## src/rtl/ps2_pkg.sv

```systemverilog
// rtl/ps2_pkg.sv - shared types and constants for the PS/2 keyboard front end
// Contents: frame FSM state enum, frame bit constants, default parameter values.
package ps2_pkg;

  typedef enum logic [1:0] {
    ST_IDLE,
    ST_DATA,
    ST_PARITY,
    ST_STOP
  } ps2_state_t;

  localparam int   PS2_DATA_BITS = 8;
  localparam logic PS2_START     = 1'b0;
  localparam logic PS2_STOP      = 1'b1;

  localparam int DEF_FIFO_DEPTH     = 8;
  localparam int DEF_FILTER_LEN     = 8;
  localparam int DEF_TIMEOUT_CYCLES = 50000;

endpackage

```

## src/rtl/ps2_glitch_filter.sv

```systemverilog
// rtl/ps2_glitch_filter.sv - pin synchronizers and ps2_clk stability filter
// Ports:
//   clk, reset_n        system clock, async active-low reset
//   ps2_clk, ps2_data   raw asynchronous keyboard pins
//   data_sync           ps2_data after the 2-FF synchronizer
//   clk_filt            filtered ps2_clk level (resets to 1)
//   clk_fall            one-cycle pulse in the cycle the filtered clock drops
module ps2_glitch_filter
  import ps2_pkg::*;
#(
  parameter int FILTER_LEN = DEF_FILTER_LEN
) (
  input  logic clk,
  input  logic reset_n,
  input  logic ps2_clk,
  input  logic ps2_data,
  output logic data_sync,
  output logic clk_filt,
  output logic clk_fall
);

  localparam int             CW       = $clog2(FILTER_LEN + 1);
  localparam logic [CW-1:0]  CNT_LAST = CW'(FILTER_LEN - 1);

  logic          clk_s1, clk_s2;
  logic          data_s1, data_s2;
  logic          filt_q;
  logic [CW-1:0] cnt_q;

  always_ff @(posedge clk or negedge reset_n) begin
    if (!reset_n) begin
      clk_s1  <= 1'b1;
      clk_s2  <= 1'b1;
      data_s1 <= 1'b1;
      data_s2 <= 1'b1;
      filt_q  <= 1'b1;
      cnt_q   <= '0;
    end else begin
      clk_s1  <= ps2_clk;
      clk_s2  <= clk_s1;
      data_s1 <= ps2_data;
      data_s2 <= data_s1;
      // The filtered level follows only after FILTER_LEN consecutive
      // disagreeing samples; any agreeing sample restarts the count.
      if (clk_s2 != filt_q) begin
        if (cnt_q == CNT_LAST) begin
          filt_q <= clk_s2;
          cnt_q  <= '0;
        end else begin
          cnt_q <= cnt_q + CW'(1);
        end
      end else begin
        cnt_q <= '0;
      end
    end
  end

  // Asserted in the cycle whose closing edge flips the filter to 0, so the
  // data synchronizer output is sampled alongside it.
  assign clk_fall  = filt_q & ~clk_s2 & (cnt_q == CNT_LAST);
  assign clk_filt  = filt_q;
  assign data_sync = data_s2;

endmodule

```

## src/rtl/ps2_key_fifo.sv

```systemverilog
// rtl/ps2_key_fifo.sv - PS/2 frame deserializer with show-ahead scan-code FIFO
// Ports:
//   clk, reset_n        system clock, async active-low reset
//   ps2_clk, ps2_data   raw keyboard pins
//   ps2_rd              one-cycle pop strobe
//   err_clr             clears overflow and frame_err
//   key                 FIFO head code, 0 when empty
//   ps2_ready           FIFO non-empty
//   overflow            sticky: valid code dropped on a full FIFO
//   frame_err           sticky: bad stop, bad parity or timeout
//   key_d               last four valid codes, newest in [7:0]
module ps2_key_fifo
  import ps2_pkg::*;
#(
  parameter int FIFO_DEPTH     = DEF_FIFO_DEPTH,
  parameter int FILTER_LEN     = DEF_FILTER_LEN,
  parameter int TIMEOUT_CYCLES = DEF_TIMEOUT_CYCLES
) (
  input  logic        clk,
  input  logic        reset_n,
  input  logic        ps2_clk,
  input  logic        ps2_data,
  input  logic        ps2_rd,
  input  logic        err_clr,
  output logic [7:0]  key,
  output logic        ps2_ready,
  output logic        overflow,
  output logic        frame_err,
  output logic [31:0] key_d
);

  localparam int          AW        = $clog2(FIFO_DEPTH);
  localparam logic [AW:0] FULL_CNT  = (AW + 1)'(FIFO_DEPTH);
  localparam logic [15:0] TMO_LIMIT = 16'(TIMEOUT_CYCLES);
  localparam logic [2:0]  LAST_BIT  = 3'(PS2_DATA_BITS - 1);

  logic data_sync, clk_filt, sample;

  ps2_glitch_filter #(.FILTER_LEN(FILTER_LEN)) u_filter (
    .clk       (clk),
    .reset_n   (reset_n),
    .ps2_clk   (ps2_clk),
    .ps2_data  (ps2_data),
    .data_sync (data_sync),
    .clk_filt  (clk_filt),
    .clk_fall  (sample)
  );

  // ---------------- frame FSM ----------------
  ps2_state_t  state_q, state_d;
  logic [2:0]  bit_cnt_q, bit_cnt_d;
  logic [7:0]  shift_q, shift_d;
  logic        par_q, par_d;
  logic [15:0] tmo_q, tmo_d;
  logic        push, ferr_set;

  always_ff @(posedge clk or negedge reset_n) begin
    if (!reset_n) begin
      state_q   <= ST_IDLE;
      bit_cnt_q <= '0;
      shift_q   <= '0;
      par_q     <= 1'b0;
      tmo_q     <= '0;
    end else begin
      state_q   <= state_d;
      bit_cnt_q <= bit_cnt_d;
      shift_q   <= shift_d;
      par_q     <= par_d;
      tmo_q     <= tmo_d;
    end
  end

  always_comb begin
    state_d   = state_q;
    bit_cnt_d = bit_cnt_q;
    shift_d   = shift_q;
    par_d     = par_q;
    tmo_d     = tmo_q;
    push      = 1'b0;
    ferr_set  = 1'b0;
    if (state_q != ST_IDLE && tmo_q == TMO_LIMIT) begin
      // Keyboard stalled mid-frame: drop the partial code.
      state_d  = ST_IDLE;
      tmo_d    = '0;
      ferr_set = 1'b1;
    end else begin
      case (state_q)
        ST_IDLE: begin
          tmo_d = '0;
          if (sample && data_sync == PS2_START) begin
            bit_cnt_d = '0;
            state_d   = ST_DATA;
          end
        end
        ST_DATA: begin
          if (sample) begin
            tmo_d     = '0;
            shift_d   = {data_sync, shift_q[7:1]};
            bit_cnt_d = bit_cnt_q + 3'd1;
            if (bit_cnt_q == LAST_BIT) state_d = ST_PARITY;
          end else begin
            tmo_d = tmo_q + 16'd1;
          end
        end
        ST_PARITY: begin
          if (sample) begin
            tmo_d   = '0;
            par_d   = data_sync;
            state_d = ST_STOP;
          end else begin
            tmo_d = tmo_q + 16'd1;
          end
        end
        ST_STOP: begin
          if (sample) begin
            tmo_d   = '0;
            state_d = ST_IDLE;
            // Odd parity: data bits plus parity bit hold an odd number of ones.
            if (data_sync == PS2_STOP && (^{shift_q, par_q})) push = 1'b1;
            else                                              ferr_set = 1'b1;
          end else begin
            tmo_d = tmo_q + 16'd1;
          end
        end
        default: state_d = ST_IDLE;
      endcase
    end
  end

  // ---------------- FIFO ----------------
  logic [7:0]    mem [FIFO_DEPTH];
  logic [AW-1:0] wr_ptr_q, rd_ptr_q;
  logic [AW:0]   count_q;
  logic          empty, full, do_pop, do_push, ovf_set;

  assign empty   = (count_q == '0);
  assign full    = (count_q == FULL_CNT);
  assign do_pop  = ps2_rd & ~empty;
  // A pop in the same cycle frees the slot, so a full FIFO still accepts.
  assign do_push = push & (~full | do_pop);
  assign ovf_set = push & full & ~do_pop;

  always_ff @(posedge clk) begin
    if (do_push) mem[wr_ptr_q] <= shift_q;
  end

  always_ff @(posedge clk or negedge reset_n) begin
    if (!reset_n) begin
      wr_ptr_q  <= '0;
      rd_ptr_q  <= '0;
      count_q   <= '0;
      overflow  <= 1'b0;
      frame_err <= 1'b0;
      key_d     <= '0;
    end else begin
      if (do_push) wr_ptr_q <= wr_ptr_q + AW'(1);
      if (do_pop)  rd_ptr_q <= rd_ptr_q + AW'(1);
      case ({do_push, do_pop})
        2'b10:   count_q <= count_q + (AW + 1)'(1);
        2'b01:   count_q <= count_q - (AW + 1)'(1);
        default: count_q <= count_q;
      endcase
      if (push) key_d <= {key_d[23:0], shift_q};
      // New errors take priority over a same-cycle clear.
      if (ovf_set)      overflow <= 1'b1;
      else if (err_clr) overflow <= 1'b0;
      if (ferr_set)     frame_err <= 1'b1;
      else if (err_clr) frame_err <= 1'b0;
    end
  end

  assign ps2_ready = ~empty;
  assign key       = empty ? 8'h00 : mem[rd_ptr_q];

endmodule

```

## config.mk

```make
export PLATFORM = sky130hd
export DESIGN_NAME = ps2_key_fifo
export DESIGN_NICKNAME = d
export VERILOG_FILES = /design/src/rtl/ps2_pkg.sv /design/src/rtl/ps2_glitch_filter.sv /design/src/rtl/ps2_key_fifo.sv
export SDC_FILE = /design/constraint.sdc
export NUM_CORES = 1
export LEC_CHECK = 0
export CAP_MARGIN = 20
export CORE_UTILIZATION = 44
export DETAILED_ROUTE_END_ITERATION = 10
export SYNTH_ARGS = -nofsm -noshare
export SYNTH_HDL_FRONTEND = slang
export SYNTH_HIERARCHICAL = 1
export SYNTH_SLANG_ARGS = --single-unit
```

## constraint.sdc

```tcl
create_clock -name clk -period 4.4 [get_ports clk]
set_input_delay 0.66 -clock clk [delete_from_list [all_inputs] [get_ports clk]]
set_output_delay 0.66 -clock clk [all_outputs]
set_load 0.05 [all_outputs]
```

==> results.json, run 1 <==
{
  "run_status": "complete, no violations",
  "fin_nets": 501,
  "setup.worst_path.start_class": "flip-flop",
  "max-vdd-ir-drop_uv": 247,
  "synth_top_family_by_area": "multiplexers",
  "gp_routability_congestion": 0.783,
  "yosysSeqAreaShare_pct": 62.7,
  "cts_buffers": 17,
  "final-seq-area_mm2": 0.00401,
  "grt_setup_unrepaired": "no",
  "post-route-worst-setup-slack_ns": 0.962,
  "synth.cell_area_mm2": 0.00639,
  "post_drt_wl_per_cell_um": 18.0,
  "worstSetupPathType": "flip-flop to flip-flop",
  "drt_drc_violations_left": 0,
  "worst_skew_pair.late_latency_ns": 0.41,
  "synthSimpleGateAreaFrac_pct": 8.29,
  "synth_common_cells": "dfrtp_1, edfxtp_1, nor2_1",
  "die_x_um": 122,
  "biggest_cell_delay_along_the_critical_path_ns": 0.70,
  "syn_to_final_growth_pct": 20.5,
  "postSynth.topFlopCell": "dfrtp_1",
  "final-setup-viol-count": 0,
  "num-fill-cells": 1142,
  "cts.sinks": 147,
  "power.total_mw": 3.81,
  "floorplan.core_area_mm2": 0.0140,
  "synth_xor_area_share_pct": 4.19,
  "timing.critical_path.from": "shift_q[4]$_DFFE_PN0P_",
  "detail_route.vias_per_cell": 5.20,
  "regToRegStartpoint": "shift_q[4]$_DFFE_PN0P_",
  "final_min_period_over_clock_period_pct": 78.1,
  "maxCapViolCount": 0,
  "timing.critical_path.required_ns": 4.69,
  "die_area_mm2": 0.0150,
  "worst_slew_pin_slew_ns": 0.877,
  "tns_ns": 0,
  "timing.max_slew.rel_slack_pct": 41.5,
  "utilization_pct": 54.8,
  "synth_seq_cells": 147,
  "io_buffer_count": 48,
  "initialDrtViolationCount": 196,
  "pins_over_slew_limit": 0,
  "die_height_um": 122,
  "drive_gt1_share_pct": 22.5,
  "tritoncts": "built",
  "mappedNetlistNets": 435,
  "yosys.cell_count.top_type": "dfrtp_1",
  "timing.hold.ws_ns": 0.260,
  "ys_top_cells_by_area": "dfrtp_1, edfxtp_1, mux2_4, mux4_2, ha_1",
  "timing.fmax_ghz": 0.291,
  "hold_viol_final": 0,
  "post_cts.resized_instances": 0,
  "netlist_instances": 414,
  "leakage_nw": 3.30,
  "route.final.wire_length_um": 12100,
  "post_synth_edffs": 64,
  "muxShareOfSynthArea_pct": 17.1,
  "number_of_global_route_vias_before_repair": 3575,
  "async_set_or_reset_flop_fraction_in_the_synthesized_netlist_pct": 56.5,
  "cp_data_arrival_time_ns": 3.73,
  "pre_cts_ws_ns": 0.991,
  "floorplan.initialDensity_pct": 45.5,
  "drt-pass1-iter-count": 6,
  "fin_skew_ns": 0.00634,
  "cts_root_buf": "clkbuf_16",
  "cts.repair_timing.setup_buffer_count": 0,
  "dpl.hpwl_um": 8030,
  "ctsLongestPathBuffers": 2,
  "grt.total_usage_pct": 18.2,
  "crit_fanout": 12,
  "period_minus_slack_ns": 3.44,
  "power.density_cell_area_mw_per_mm2": 495,
  "cts.clk_slew.worst_paths_ns": 0.06,
  "multi_input_logic_area_mm2": 0.00222,
  "most_area_hungry_cell_type_in_the_yosys_netlist": "dfrtp_1",
  "crit_chain": "xor2_1 -> xnor3_1 -> xnor2_1 -> or4_2 -> nand2_1 -> inv_1 -> ha_1 -> a21o_1 -> a21oi_1 -> and3_1 -> a22oi_1 -> xnor2_1",
  "synth-warning-count": 6,
  "top_level_i_o_count": 49,
  "drt.antenna.violating_nets": 0,
  "via_count": 3499,
  "antenna_violations_before_repair": 0,
  "hold_path.class": "input pin to async pin",
  "grt_max_degree": 45,
  "critical_path.most_common_cell": "xnor2_1",
  "clock_tree.htree_level_count": 4,
  "timing.critical_path.to_type": "flip-flop",
  "rows": 43,
  "synthDominantCellAreaShare_pct": 30.6,
  "synth-compound-area-share_pct": 2.14,
  "synthDistinctLibCells": 53,
  "critical_path.slowest_cell": "or4_2",
  "antenna-diode-count": 0,
  "syn-mean-instance-area_um2": 15.4,
  "grt-ovfl-total": 0,
  "yosys.area_share.adder_pct": 3.06,
  "cts-hold-fix-buffers": 0,
  "grt_first_pass_wirelength_um": 19700
}
## logic make-up (layout without fill, tap and decap cells)
kind of cell / count (synthesis) / after routing
xor gates and xnor gates: 29 / 29
muxes: 71 / 71
DFF: 147 / 147
adders and majority gates: 15 / 15
AOI/OAI and AO/OA: 20 / 20
buffers and inverters: 29 / 108
and+or+nand+nor: 103 / 103
## cell type report
| type | instances | share of cell area, % |
|---|---|---|
| repair buffers | 59 | 7.28 |
| clock inverters | 10 | 2.03 |
| multi-input cells | 238 | 28.8 |
| flip-flops and latches | 147 | 52.0 |
| well taps | 180 | 2.93 |
| clock buffers | 22 | 6.03 |
| inverters | 17 | 0.829 |
## sequential cells by signal, indices dropped and copies added (netlist names), 2 cells and up
name,count
bit_cnt_q,3
count_q,4
key_d,32
mem,64
rd_ptr_q,3
shift_q,8
state_q,2
tmo_q,16
u_filter/cnt_q,4
wr_ptr_q,3
## stage by stage
stage / instance area (um^2) / cells
floorplan: 6390 / 414
global placement: 7070 / 641
detailed placement: 7070 / 641
CTS: 7690 / 673
global route: 7690 / 673
finish: 7690 / 673
## path summary, 6_finish.rpt
| path | cells after the start | end | slack [ns] |
|---|---|---|---|
| max in group asynchronous | 2 | wr_ptr_q[2]$_DFFE_PN0P_ | 3.21 |
| worst max-delay path | 12 | count_q[3]$_DFFE_PN0P_ | 0.96 |
| worst min register to register | 0 | u_filter/data_sync$_DFF_PN1_ | 0.36 |
| min in group clk | 0 | u_filter/data_sync$_DFF_PN1_ | 0.36 |
| worst max register to register | 12 | count_q[3]$_DFFE_PN0P_ | 0.96 |
| worst min-delay path | 1 | u_filter/cnt_q[0]$_DFF_PN0_ | 0.26 |
## worst max-delay path: cells and delay by family, from the launching register on
family | cells | cell delay [ns]
AND/OR/NAND/NOR | 3 | 1.01
XOR/XNOR | 4 | 0.96
flip-flops | 1 | 0.56
AO/OA/AOI/OAI | 3 | 0.44
adder cells (fa/ha/maj) | 1 | 0.26
buffers and inverters | 1 | 0.07
## placed cells by master, fill, tap and decap left out, types with 2 or more instances in the layout
cell and instances:
nor3b_1 4, a32oi_1 2, clkdlybuf4s50_1 47, bufinv_16 4, and3_1 8, inv_1 16, buf_4 12, nor4b_1 2
dfrtp_1 78, xnor2_1 19, nor2_1 32, dfstp_2 5, clkbuf_8 2, and2b_2 2, nand2_1 28, xor2_1 9
mux2_2 13, nand4_1 2, mux4_2 16, and2_1 2, mux2_4 30, o21ai_0 7, ha_1 14, mux2i_1 11
clkinv_2 4, clkbuf_1 3, nor3_1 5, nand3_1 7, a22oi_1 2, clkbuf_16 17, edfxtp_1 64, nor4bb_1 2
## where the power goes
part           leakage, nW  switching (mW)  internal (mW)
Clock                0.304           0.523          0.976
Combinational         1.27           0.380          0.306
Sequential            1.73           0.129           1.50
Total                 3.30            1.03           2.78
## per-layer routing
metal / routed length, um / part of all wire (%) / global-route usage (%)
met5: 0 / 0 / 0
met4: 155 / 1.3 / 6.10
met3: 356 / 2.9 / 4.88
met2: 5910 / 49 / 28.1
met1: 5690 / 47 / 24.7
Power figures use the tool's default switching activity.
==> inputs of run 2 (changes only) <==
--- a/config.mk
+++ b/config.mk
@@ -8,6 +8,7 @@
 export CAP_MARGIN = 20
 export CORE_UTILIZATION = 44
 export DETAILED_ROUTE_END_ITERATION = 10
+export PLACE_DENSITY = 0.65
 export SYNTH_ARGS = -nofsm -noshare
 export SYNTH_HDL_FRONTEND = slang
 export SYNTH_HIERARCHICAL = 1
==> constraint.sdc (replaced) <==
create_clock -name clk -period 2.9 [get_ports clk]
set_input_delay 0.435 -clock clk [delete_from_list [all_inputs] [get_ports clk]]
set_output_delay 0.435 -clock clk [all_outputs]
set_load 0.05 [all_outputs]
==> run 2 against run 1 <==
  * Critical endpoint unchanged
  * Wire length decreased by 5.8%
  * Via count grew 1.6%
  * Largest power group unchanged
  * Maximum frequency increased by 18%
  * Core utilization increased by 1.7 points
  * Die area stayed put
  * Clock skew hardly changed
  * Clock power increased by 42%
  * Worst setup slack got worse by 0.97 ns
  * Largest cell class unchanged
  * Combinational power grew 79%
  * Clock-buffer cell count shrank 3
  * The flow now finishes with violations (setup timing)
==> results.json, run 2 (same netlist as run 1, synthesis figures left out) <==
{
  "power.share.combinational_pct": 21.4,
  "cts.clk_slew.worst_paths_ns": 0.06,
  "p_switching_mw": 1.62,
  "place_area_mm2": 0.00731,
  "final-setup-viol-count": 1,
  "final-instance-count-excl-fill": 701,
  "crit_fanout": 2,
  "final_min_period_over_clock_period_pct": 100,
  "timing.critical_path.to_type": "flip-flop",
  "critical_path.slowest_cell": "or4_4",
  "die_area_mm2": 0.0150,
  "timing.critical_path.required_ns": 3.20,
  "power_frac_clock_pct": 37.0,
  "pins_over_slew_limit": 0,
  "cts-hold-fix-buffers": 0,
  "floorplan.core_area_mm2": 0.0140,
  "drt_drc_violations_left": 0,
  "dpl.hpwl_um": 7640,
  "hold_path.class": "input pin to async pin",
  "number_of_global_route_vias_before_repair": 3727,
  "biggest_cell_delay_along_the_critical_path_ns": 0.55,
  "grt_setup_unrepaired": "yes",
  "max_ffs_per_register": 64,
  "worstSetupPathType": "flip-flop to flip-flop",
  "detail_route.vias_per_cell": 5.07,
  "fin_area_mm2": 0.00794,
  "syn_to_final_growth_pct": 24.3,
  "sequential_power_share_pct": 41.6,
  "cp_data_arrival_time_ns": 3.20,
  "placed_cells": 667,
  "cts_root_buf": "clkbuf_16",
  "post-route-worst-setup-slack_ns": -0.00780,
  "worst_slew_pin_slew_ns": 0.771,
  "drt-pass1-iter-count": 4,
  "cts_buffers": 17,
  "via_count": 3556,
  "grt-ovfl-total": 0,
  "drive_gt1_share_pct": 31.7,
  "max-vdd-ir-drop_uv": 465,
  "drt.antenna.violating_nets": 0,
  "violated_checks": "setup timing",
  "rows": 43,
  "power.density_cell_area_mw_per_mm2": 725,
  "route.final.wire_length_um": 11400,
  "internal_power_mw": 4.13,
  "biggestRegsByFlops": "mem (64), key_d (32), tmo_q (16)",
  "initialDrtViolationCount": 193,
  "fin_nets": 529,
  "gp_routability_congestion": 0.787,
  "fin_skew_ns": 0.00668,
  "timing.fmax_ghz": 0.344,
  "most_frequent_cells_in_the_layout": "dfrtp_1, edfxtp_1, buf_4, clkdlybuf4s50_1, nor2_1",
  "ctsLongestPathBuffers": 2,
  "top_level_i_o_count": 49,
  "antenna-diode-count": 0,
  "grt_max_degree": 59,
  "reg2reg_slack_ns": -0.008,
  "grt.total_usage_pct": 16.8,
  "setup.worst_path.start_class": "flip-flop",
  "timing.max_slew.rel_slack_pct": 48.6,
  "worst_skew_pair.late_latency_ns": 0.41,
  "timing.hold.ws_ns": 0.0877,
  "io_buffer_count": 48,
  "critical_path.reg2reg.endpoint": "count_q[3]$_DFFE_PN0P_",
  "clock_tree.htree_level_count": 4,
  "post_drt_wl_per_cell_um": 16.3,
  "cts.sinks": 147,
  "hold_viol_final": 0,
  "tritoncts": "built",
  "floorplan.initialDensity_pct": 45.5,
  "p_sw_share_pct": 28.2,
  "regToRegStartpoint": "shift_q[3]$_DFFE_PN0P_",
  "layout_commonest_cell": "dfrtp_1",
  "pre_cts_ws_ns": -0.118,
  "grt_first_pass_wirelength_um": 19000,
  "leakage_nw": 3.43,
  "critical_path.most_common_cell": "xnor2_2",
  "ff2ff_path_depth": 12,
  "run_status": "complete, but fails checks",
  "crit_chain": "xnor2_2 -> xnor3_1 -> xnor2_2 -> or4_4 -> nand2_2 -> inv_2 -> ha_4 -> a21o_1 -> a21oi_2 -> and3_1 -> a22oi_2 -> xnor2_1",
  "period_minus_slack_ns": 2.91,
  "antenna_violations_before_repair": 0,
  "top_register": "mem",
  "die_x_um": 122,
  "maxCapViolCount": 0,
  "die_height_um": 122
}
-- run 2: cell count changes in the layout (fill, tap and decap cells not counted), sizes merged --
cell           previous run  this run
buf                      12        48
bufinv                    4         2
clkbuf                   22        19
clkdlybuf4s50            47        39
clkinvlp                  1         5
inv                      16        17
-- run 2: worst max-delay path by stage --
stage | depth (start not counted) | slack [ns] | to | startpoint
floorplan | 14 | -0.21 | count_q[3]$_DFFE_PN0P_ | shift_q[6]$_DFFE_PN0P_
global placement | 12 | -0.05 | count_q[3]$_DFFE_PN0P_ | shift_q[6]$_DFFE_PN0P_
detailed placement | 12 | -0.12 | count_q[3]$_DFFE_PN0P_ | shift_q[6]$_DFFE_PN0P_
CTS | 12 | 0.004 | count_q[3]$_DFFE_PN0P_ | shift_q[1]$_DFFE_PN0P_
global route | 12 | -0.10 | count_q[3]$_DFFE_PN0P_ | shift_q[3]$_DFFE_PN0P_
finish | 12 | -0.008 | count_q[3]$_DFFE_PN0P_ | shift_q[3]$_DFFE_PN0P_
-- run 2: metrics by stage --
step,setup TNS (ns),power [mW],util [%]
2_1_floorplan,-0.210,3.27,-
3_3_place_gp,-0.0519,3.61,52.0
3_5_place_dp,-0.118,3.65,52.0
4_1_cts,0,5.80,56.2
5_1_grt,-0.101,6.04,56.5
6_report,-0.00780,5.75,56.5
-- run 2: area by class of cell --
class	instances	area [um^2]
clock buffers	19	453
clock inverters	13	134
fillers	1089	6110
inverters	17	63.8
multi-input cells	238	2290
flip-flops and latches	147	4010
well taps	180	225
repair buffers	87	763
-- run 2: routing by layer --
layer / GRT usage [%] / vias to the layer above / wire length [um]
li1: - / 1689 / -
met1: 22.3 / 1816 / 5330
met2: 26.9 / 42 / 5670
met3: 4.60 / 9 / 271
met4: 5.26 / 0 / 131
met5: 0 / - / 0
-- run 2: worst max-delay path, delay by kind of cell (launching register included) --
| family | cells | cell delay, ns |
|---|---|---|
| adders and majority gates | 1 | 0.20 |
| xor gates and xnor gates | 4 | 0.92 |
| buffers and inverters | 1 | 0.05 |
| AOI/OAI and AO/OA | 3 | 0.39 |
| DFF | 1 | 0.42 |
| and+or+nand+nor | 3 | 0.83 |
-- run 2: power groups by stage --
stage | Combinational [mW] | Clock, mW | Sequential [mW]
6_report | 1.23 | 2.13 | 2.39
5_1_grt | 1.36 | 2.27 | 2.41
4_1_cts | 1.22 | 2.18 | 2.39
3_5_place_dp | 1.22 | 0 | 2.43
3_3_place_gp | 1.18 | 0 | 2.43
2_1_floorplan | 0.877 | 0 | 2.39
-- run 2: timing repair --
action | 4_1_cts | 5_1_grt
setup buffers | 0 | 2
pin swaps | 1 | 10
resized for setup | 1 | 4
endpoints found under the setup margin | 1 | 1
==> inputs of run 3 (changes only) <==
--- a/config.mk
+++ b/config.mk
@@ -8,7 +8,7 @@
 export CAP_MARGIN = 20
 export CORE_UTILIZATION = 44
 export DETAILED_ROUTE_END_ITERATION = 10
-export PLACE_DENSITY = 0.65
+export DONT_BUFFER_PORTS = 1
 export SYNTH_ARGS = -nofsm -noshare
 export SYNTH_HDL_FRONTEND = slang
 export SYNTH_HIERARCHICAL = 1
==> run 3 against run 2 <==
  * The run now ends clean
  * Clock skew grew 0.0028 ns
  * Clock-buffer cell count shrank 1
  * Via count shrank 2.5%
  * Critical path type unchanged
  * Largest cell class unchanged
  * Largest power group is now the clock network
  * Highest routed layer unchanged
==> results.json, run 3 (same netlist as run 1, synthesis figures left out) <==
{
  "run_status": "complete, no violations",
  "wl_met3_um": 312,
  "utilization_pct": 54.8,
  "top_level_i_o_count": 49,
  "final-instance-count-excl-fill": 663,
  "worstSetupPathType": "flip-flop to flip-flop",
  "worst_slew_pin_slew_ns": 0.624,
  "pins_over_slew_limit": 0,
  "setup.worst_path.start_class": "flip-flop",
  "drive_gt1_share_pct": 34.2,
  "syn_to_final_growth_pct": 20.4,
  "place_area_mm2": 0.00689,
  "grt-ovfl-total": 0,
  "most_frequent_cells_in_the_layout": "dfrtp_1, edfxtp_1, buf_4, nor2_1, mux2_4",
  "timing.critical_path.required_ns": 3.21,
  "power.density_cell_area_mw_per_mm2": 795,
  "antenna-diode-count": 0,
  "maxCapViolCount": 0,
  "grt_setup_unrepaired": "yes",
  "reg2reg_slack_ns": 0.06,
  "number_of_global_route_vias_before_repair": 3666,
  "die_area_mm2": 0.0150,
  "top_register": "mem",
  "grt.total_usage_pct": 17.3,
  "grt_first_pass_wirelength_um": 18900,
  "period_minus_slack_ns": 2.84,
  "grt_max_degree": 84,
  "critical_path.slowest_cell": "xnor3_1",
  "tritoncts": "built",
  "drt-pass1-iter-count": 4,
  "hold_viol_final": 0,
  "dpl.hpwl_um": 7520,
  "critical_path_depth": 12,
  "biggest_cell_delay_along_the_critical_path_ns": 0.46,
  "cp_data_arrival_time_ns": 3.15,
  "cts.clk_slew.worst_paths_ns": 0.06,
  "floorplan.initialDensity_pct": 45.5,
  "cts.sinks": 147,
  "floorplan.core_area_mm2": 0.0140,
  "final-setup-viol-count": 0,
  "critical_path.most_common_cell": "xnor2_2",
  "post_drt_wl_per_cell_um": 17.4,
  "fin_nets": 491,
  "biggestRegsByFlops": "mem (64), key_d (32), tmo_q (16)",
  "detail_route.vias_per_cell": 5.23,
  "die_height_um": 122,
  "ff2ff_path_depth": 12,
  "drt_drc_violations_left": 0,
  "fin_skew_ns": 0.00946,
  "via_count": 3468,
  "crit_fanout": 2,
  "wirelength_met1_um": 5350,
  "cp-endpoint": "count_q[3]$_DFFE_PN0P_",
  "final_min_period_over_clock_period_pct": 98.1,
  "worst_skew_pair.late_latency_ns": 0.42,
  "hold_path.class": "input pin to flip-flop",
  "tns_ns": 0,
  "crit_chain": "xnor2_2 -> xnor3_1 -> xnor2_2 -> or4_4 -> nand2_2 -> inv_2 -> ha_4 -> a21o_1 -> a21oi_2 -> and3_4 -> a22oi_2 -> xnor2_1",
  "rows": 43,
  "timing.critical_path.from": "shift_q[3]$_DFFE_PN0P_",
  "max-vdd-ir-drop_uv": 409,
  "timing.fmax_ghz": 0.351,
  "clock_tree.htree_level_count": 4,
  "antenna_violations_before_repair": 0,
  "gp_routability_congestion": 0.765,
  "max_ffs_per_register": 64,
  "initialDrtViolationCount": 256,
  "ctsLongestPathBuffers": 2,
  "worst_path_buffer_plus_inverter_count": 1,
  "critical-path-top-delay-family": "XOR/XNOR gates",
  "timing.critical_path.to_type": "flip-flop",
  "placed_cells": 626,
  "cts_root_buf": "clkbuf_16",
  "max_used_layer": "met4",
  "fin_area_mm2": 0.00769,
  "critical_path.reg2reg.endpoint": "count_q[3]$_DFFE_PN0P_",
  "leakage_nw": 3.36,
  "regToRegStartpoint": "shift_q[3]$_DFFE_PN0P_",
  "route.met2.wl_um": 5690,
  "route.final.wire_length_um": 11500,
  "die_x_um": 122,
  "cts_buffers": 17,
  "layout_commonest_cell": "dfrtp_1",
  "drt.antenna.violating_nets": 0,
  "timing.max_slew.rel_slack_pct": 58.4,
  "io_buffer_count": 0
}
[run 3: changes by cell type in the layout (fill, tap and decap cells not counted), moves of 2 or more]
cell,previous run,this run
clkdlybuf4s50_1,39,0
bufinv_16,2,7
dlygate4sd3_1,0,3
buf_4,47,45
clkbuf_8,2,0
clkinv_2,3,1
clkinvlp_4,5,3
[run 3: repair_timing]
item | in CTS | in global routing
pin swaps | 4 | 4
endpoints found under the hold margin | 85 | 0
setup buffers | 1 | 0
gates resized for setup | 5 | 3
hold buffers | 4 | 0
setup endpoints to repair | 1 | 2
[run 3: layer usage]
layer	GRT usage (%)	up-vias
li1	-	1618
met2	27.4	48
met1	21.9	1788
met5	0	-
met4	8.77	0
met3	4.37	14
[run 3: how the worst min path moves through the flow]
stage	cells past startpoint	from	to
finish	1	err_clr	overflow$_DFFE_PN0P_
global route	1	err_clr	overflow$_DFFE_PN0P_
CTS	1	err_clr	overflow$_DFFE_PN0P_
detailed placement	0	reset_n	key_d[27]$_DFFE_PN0P_
global placement	0	reset_n	key_d[27]$_DFFE_PN0P_
floorplan	0	reset_n	bit_cnt_q[0]$_DFFE_PN0P_
[run 3: where the power goes]
| part | internal (mW) | switching (mW) | total, mW |
|---|---|---|---|
| logic | 0.523 | 0.664 | 1.19 |
| registers | 2.27 | 0.129 | 2.40 |
| clock network | 1.70 | 0.831 | 2.53 |
| total | 4.49 | 1.62 | 6.11 |
[run 3: layout make-up]
| type | instances | area (um^2) |
|---|---|---|
| Fill cell | 1106 | 6350 |
| Sequential cell | 147 | 4010 |
| Multi-Input combinational cell | 238 | 2310 |
| Clock buffer | 18 | 429 |
| Timing Repair Buffer | 49 | 395 |
| Clock inverter | 14 | 259 |
| Tap cell | 180 | 225 |
| Inverter | 17 | 63.8 |
[run 3: per-stage QoR]
stage	setup slack (ns)	hold WS, ns	power [mW]
2_1_floorplan	-0.210	0.139	3.27
6_report	0.0550	0.127	6.11
5_1_grt	-0.0752	0.117	6.40
3_5_place_dp	-0.168	0.141	3.58
4_1_cts	0.0442	0.108	6.16
3_3_place_gp	-0.0492	0.142	3.55
[run 3: worst reg2reg max path, delay by kind of cell (launching register included)]
family | cells | cell delay (ns)
AOI/OAI and AO/OA | 3 | 0.41
DFF | 1 | 0.42
adders and majority gates | 1 | 0.20
buffers and inverters | 1 | 0.05
and+or+nand+nor | 3 | 0.73
xor gates and xnor gates | 4 | 0.94
